$ cat config.mk
export PLATFORM = sky130hd
export DESIGN_NAME = mom_seq
export DESIGN_NICKNAME = d
export VERILOG_FILES = /design/src/rtl/mom_seq.sv
export SDC_FILE = /design/constraint.sdc
export NUM_CORES = 1
export LEC_CHECK = 0
export BUFFER_PORTS_ARGS = -buffer_cell sky130_fd_sc_hd__buf_2
export CELL_PAD_IN_SITES_DETAIL_PLACEMENT = 0
export CELL_PAD_IN_SITES_GLOBAL_PLACEMENT = 1
export CORE_ASPECT_RATIO = 0.8
export CORE_MARGIN = 10
export CORE_UTILIZATION = 30
export CTS_BUF_LIST = sky130_fd_sc_hd__clkbuf_16
export DETAILED_ROUTE_END_ITERATION = 10
export PLACE_DENSITY_LB_ADDON = 0.1
export SETUP_SLACK_MARGIN = 0.05
export SLEW_MARGIN = 20
export SYNTH_ARGS = -nofsm -noshare
export SYNTH_HDL_FRONTEND = slang
export SYNTH_SLANG_ARGS = --single-unit
$ cat constraint.sdc
create_clock -name clk -period 3.8 [get_ports clk]
set_input_delay 0.57 -clock clk [delete_from_list [all_inputs] [get_ports clk]]
set_output_delay 0.57 -clock clk [all_outputs]
set_load 0.02 [all_outputs]
$ cat src/rtl/mom_seq.sv
// Sequencing controller for the windowed mean / second-moment engines.
// Optional macro GAP_FLUSH_EN adds an idle-gap auto-flush of the window.
module mom_seq #(
    parameter int DATA_WIDTH = 8,
    parameter int WINDOW     = 4,
    parameter int ENG_LAT    = 1,
    parameter int GAP_CYCLES = 1024
) (
    input  logic                      clk,
    input  logic                      rst,
    input  logic                      in_valid,
    output logic                      in_ready,
    input  logic [DATA_WIDTH-1:0]     in_data,
    input  logic                      flush,
    output logic                      eng_en,
    output logic                      eng_rst,
    output logic [DATA_WIDTH-1:0]     eng_data,
    input  logic [DATA_WIDTH-1:0]     eng_mean,
    input  logic [2*DATA_WIDTH-1:0]   eng_m2,
    output logic                      out_valid,
    input  logic                      out_ready,
    output logic [DATA_WIDTH-1:0]     out_mean,
    output logic [2*DATA_WIDTH-1:0]   out_var,
    output logic                      warm
);

    localparam int DW2 = 2 * DATA_WIDTH;
    localparam int FW  = $clog2(WINDOW + 1);
    localparam int WW  = $clog2(ENG_LAT + 1);

    localparam logic [FW-1:0] FILL_MAX  = FW'(WINDOW);
    localparam logic [WW-1:0] WAIT_INIT = WW'(ENG_LAT);
    localparam logic [WW-1:0] WAIT_LAST = WW'(1);

    localparam logic [2:0] FLUSH = 3'd0;
    localparam logic [2:0] IDLE  = 3'd1;
    localparam logic [2:0] ISSUE = 3'd2;
    localparam logic [2:0] WAIT  = 3'd3;
    localparam logic [2:0] OUT   = 3'd4;

    logic [2:0]     state;
    logic [2:0]     nxt;
    logic [FW-1:0]  fill_cnt;
    logic [FW-1:0]  fill_nx;
    logic [WW-1:0]  wait_cnt;
    logic           pend;
    logic           accept;
    logic           gap_hit;
    logic           wait_done;
    logic [DW2-1:0] mean_ext;
    logic [DW2-1:0] sq;
    logic [DW2-1:0] var_c;

    assign eng_en    = (state == ISSUE);
    assign eng_rst   = (state == FLUSH);
    assign out_valid = (state == OUT);
    assign in_ready  = (state == IDLE) && !flush && !pend;
    assign accept    = in_valid && in_ready;

    // wait_cnt holds the count before this cycle's decrement, so reaching 0 means it reads 1 now
    assign wait_done = (wait_cnt == WAIT_LAST);
    assign fill_nx   = (fill_cnt == FILL_MAX) ? fill_cnt : fill_cnt + 1'b1;

    assign mean_ext = DW2'(eng_mean);
    assign sq       = mean_ext * mean_ext;
    assign var_c    = (eng_m2 >= sq) ? eng_m2 - sq : '0;

`ifdef GAP_FLUSH_EN
    localparam int GW = (GAP_CYCLES > 1) ? $clog2(GAP_CYCLES) : 1;
    localparam logic [GW-1:0] GAP_LAST = GW'(GAP_CYCLES - 1);

    logic [GW-1:0] gap_cnt;

    assign gap_hit = (state == IDLE) && !in_valid && (gap_cnt == GAP_LAST);

    always_ff @(posedge clk or negedge rst) begin
        if (!rst) begin
            gap_cnt <= '0;
        end else if (accept || gap_hit) begin
            gap_cnt <= '0;
        end else if (state == IDLE && !in_valid) begin
            gap_cnt <= gap_cnt + 1'b1;
        end
    end
`else
    assign gap_hit = 1'b0;
`endif

    always_comb begin
        nxt = state;
        case (state)
            FLUSH: nxt = IDLE;
            IDLE: begin
                if (flush || pend) begin
                    nxt = FLUSH;
                end else if (in_valid) begin
                    nxt = ISSUE;
                end
            end
            ISSUE: nxt = WAIT;
            WAIT: begin
                if (wait_done) begin
                    nxt = (fill_cnt == FILL_MAX) ? OUT : IDLE;
                end
            end
            OUT: begin
                if (out_ready) begin
                    nxt = IDLE;
                end
            end
            default: nxt = FLUSH;
        endcase
    end

    always_ff @(posedge clk or negedge rst) begin
        if (!rst) begin
            state    <= FLUSH;
            fill_cnt <= '0;
            wait_cnt <= '0;
            pend     <= 1'b0;
            eng_data <= '0;
            out_mean <= '0;
            out_var  <= '0;
            warm     <= 1'b0;
        end else begin
            state <= nxt;
            case (state)
                FLUSH: begin
                    fill_cnt <= '0;
                    warm     <= 1'b0;
                end
                IDLE: begin
                    if (accept) begin
                        eng_data <= in_data;
                    end
                end
                ISSUE: begin
                    fill_cnt <= fill_nx;
                    warm     <= (fill_nx == FILL_MAX);
                    wait_cnt <= WAIT_INIT;
                end
                WAIT: begin
                    wait_cnt <= wait_cnt - 1'b1;
                    if (wait_done && fill_cnt == FILL_MAX) begin
                        out_mean <= eng_mean;
                        out_var  <= var_c;
                    end
                end
                default: ;
            endcase

            // A flush during an in-flight tick is deferred until that tick fully completes
            if (state == FLUSH) begin
                pend <= 1'b0;
            end else if ((flush && (state == ISSUE || state == WAIT || state == OUT)) || gap_hit) begin
                pend <= 1'b1;
            end
        end
    end

endmodule

==> run summary <==
F_max = 0.195 GHz
Relative slew slack = 38.5%
Ant diodes = 0
Row cnt = 38
Status = finished with violations
GRT overflow = 0
Vias per cell = 4.64
Initial DRC count = 189
Static Leakage = 2.97 nW
Hpwl dp = 9.82 mm
Critical path's most frequent cell = fa_1
Largest net degree at the start of global routing = 45
Syn Area/Cell = 9.07 sq um
Startpoint type of the worst setup path = input pin
Pwr Density = 785 mW/mm^2
Detailed Routing Iterations Pass 1 = 4
Slowest cell delay on critical path = 0.53 ns
Synth Register Bits = 41
GRT Total Usage = 12.0%
Data arrival time of the critical path = 5.33 ns
Routed Antenna Nets = 0
Synthesis Warnings = 0
Syn-to-layout area delta = 42.0%
Sequential-to-total area share from yosys stat = 24.2%
Worst-path clk slew = 0.06 ns
CTS buffer count = 5
Worst IR Drop VDD = 397 uV
Root buffer cell = clkbuf_16
Main flop type after synthesis = dfrtp_1
PortBufs = 73
Violated checks = setup timing
Yosys top cell area share = 24.2%
CTS max path bufs = 2
Syn_nets = 578
Wire per inst = 14.4 microns
Vias in the first global route = 3,844
Skew-Pair Late Insertion Delay = 0.28 ns
Max Cap Viol = 0
Largest cells by area after synthesis = dfrtp_1, ha_1, fa_1, inv_1, nand2_1
Ports = 74
Util after Layout = 44.0%
Distinct cells, synth = 56
Vias = 3,776
Die H = 126 microns
Critical path type = input pin to flip-flop
Min setup slack post-route = -1.33 ns
Synthesized cell area = 0.00425 sq mm
Final Critical Period = 5.13 ns
Buf/Inv on CP = 5
Routability cong. = 0.835
TritonCTS clock tree = built
Post-Route WL = 11.7 mm
Most common cell after layout, fill and taps aside = buf_4
Worst R2R Path Depth = 6
Hold Crit Class = input pin to asynchronous set/reset pin
Worst clock skew = 0.00739 ns
Die area = 0.0193 sq mm
Post-synthesis async set-or-reset flop share = 100%
Slowest CP cell = fa_1
Layout Nets = 742
Worst-path cell chain = buf_8 -> and2_4 -> fa_1 -> fa_1 -> inv_2 -> fa_1 -> fa_1 -> inv_2 -> ha_4 -> nand2_4 -> a311oi_2 -> buf_4 -> o2111ai_2 -> nor3b_2 -> ha_1 -> buf_6 -> o211a_1 -> o21ai_2 -> or3_4 -> o2111ai_2 -> a211oi_2 -> o31ai_1
Initial Util = 31.0%
CORE AREA = 0.0137 sq mm
Setup-failing EPs final = 16
DRC Markers = 0
Cells after Synth = 468
Layout cell share with drive strength beyond 1 = 41.4%
Crit-path max FO = 5
Clock sinks = 41
Die W = 153 microns
Antenna violations before repair = 0
Worst slew pin tran = 0.923 ns
Final period util = 135%
Place WS = -1.97 ns
CP top delay family = adder cells
EDFF count, synth = 0
FF-to-FF setup slack = 1.96 ns
Fin. Hold Viols = 0
First-pass GRT wire length = 19.7 mm
Largest area contributor in the netlist = dfrtp_1
Power Total = 4.73 mW
Worst path depth = 22
Most frequent cells in the layout = buf_4, buf_2, inv_1, nand2_1, ha_1
Endpoint type of the worst setup path = flip-flop
Pins Over Slew Limit = 0
RSZ-0062 raised after global routing = true
CTS HTree Levels = 2
Req. time, crit path = 3.99 ns
-- synthesized netlist by cell type, types with 7 or more instances --
cell and number:
inv_1 57, nand2_1 50, ha_1 48, dfrtp_1 41, a21oi_1 26, fa_1 25
and2_1 19, nor2_1 19, o31ai_1 18, o21ai_0 17, mux2_2 14, xor2_1 13
xnor2_1 12, a21o_1 10, nand2b_1 10, a211oi_1 7
-- logic make-up after synthesis --
kind of cell / synth area share [%]
buffers and inverters: 6.63
and+or+nand+nor: 16.1
muxes: 4.42
DFF: 24.2
AOI/OAI and AO/OA: 17.6
xor gates and xnor gates: 5.16
adders and majority gates: 25.9
-- per-stage QoR --
step | setup TNS [ns] | std cells | hold WS (ns) | cell area [sq um]
floorplan | -22.78 | 468 | 0.274 | 4340
global placement | -29.36 | 791 | 0.460 | 5490
detailed placement | -29.83 | 791 | 0.461 | 5490
CTS | -20.74 | 809 | 0.453 | 5860
global route | -23.07 | 813 | 0.502 | 6030
finish | -20.47 | 813 | 0.419 | 6030
-- path summary, 6_finish.rpt --
path                                              start                 endpoint
min in group clk                out_mean[3]$_DFFE_PN0P_  out_mean[3]$_DFFE_PN0P_
max in group asynchronous                           rst  out_mean[1]$_DFFE_PN0P_
worst min register to register  out_mean[3]$_DFFE_PN0P_  out_mean[3]$_DFFE_PN0P_
worst max-delay path                        eng_mean[6]  out_var[15]$_DFFE_PN0P_
worst max register to register  fill_cnt[0]$_DFFE_PN0P_  out_mean[7]$_DFFE_PN0P_
worst min-delay path                                rst  eng_data[0]$_DFFE_PN0P_
-- per-layer routing --
layer | share of wire (%) | track usage (%)
met5 | 0 | 0
met4 | 0.55 | 2.18
met3 | 3.0 | 2.47
met2 | 45 | 18.2
met1 | 51 | 17.3
-- worst reg2reg max path: stages (launching register included) --
cell	delay [ns]
dfrtp_1	0.44
inv_1	0.08
ha_1	0.22
nand2_1	0.09
or3_1	0.30
buf_4	0.27
mux2_2	0.32
-- registers in the layout, summed over array words and instances, names as in the netlist --
signal / flops
warm: 1
out_mean: 8
pend: 1
wait_cnt: 1
state: 3
fill_cnt: 3
out_var: 16
eng_data: 8
-- final cells by class --
type	instances	area, sq um
sequential	41	1030
tap	180	225
inverter	57	219
fill	1376	7660
timing repair buffer	171	1210
multi-input combinational	356	3210
clock buffer	5	125
clock inverter	3	12.5
-- report_power, final --
group          internal [mW]  switching [mW]  total (mW)  leakage [nW]
clock                  0.238           0.169       0.407        0.0687
sequential             0.526          0.0649       0.591         0.437
combinational           1.86            1.88        3.74          2.46
-- repair_timing --
action	CTS	global route
pin swaps	47	38
gates cloned	0	0
hold buffers	0	0
endpoints found under the setup margin	16	16
resized for setup	52	36
buffers inserted	11	4
(Power assumes the default switching activity.)
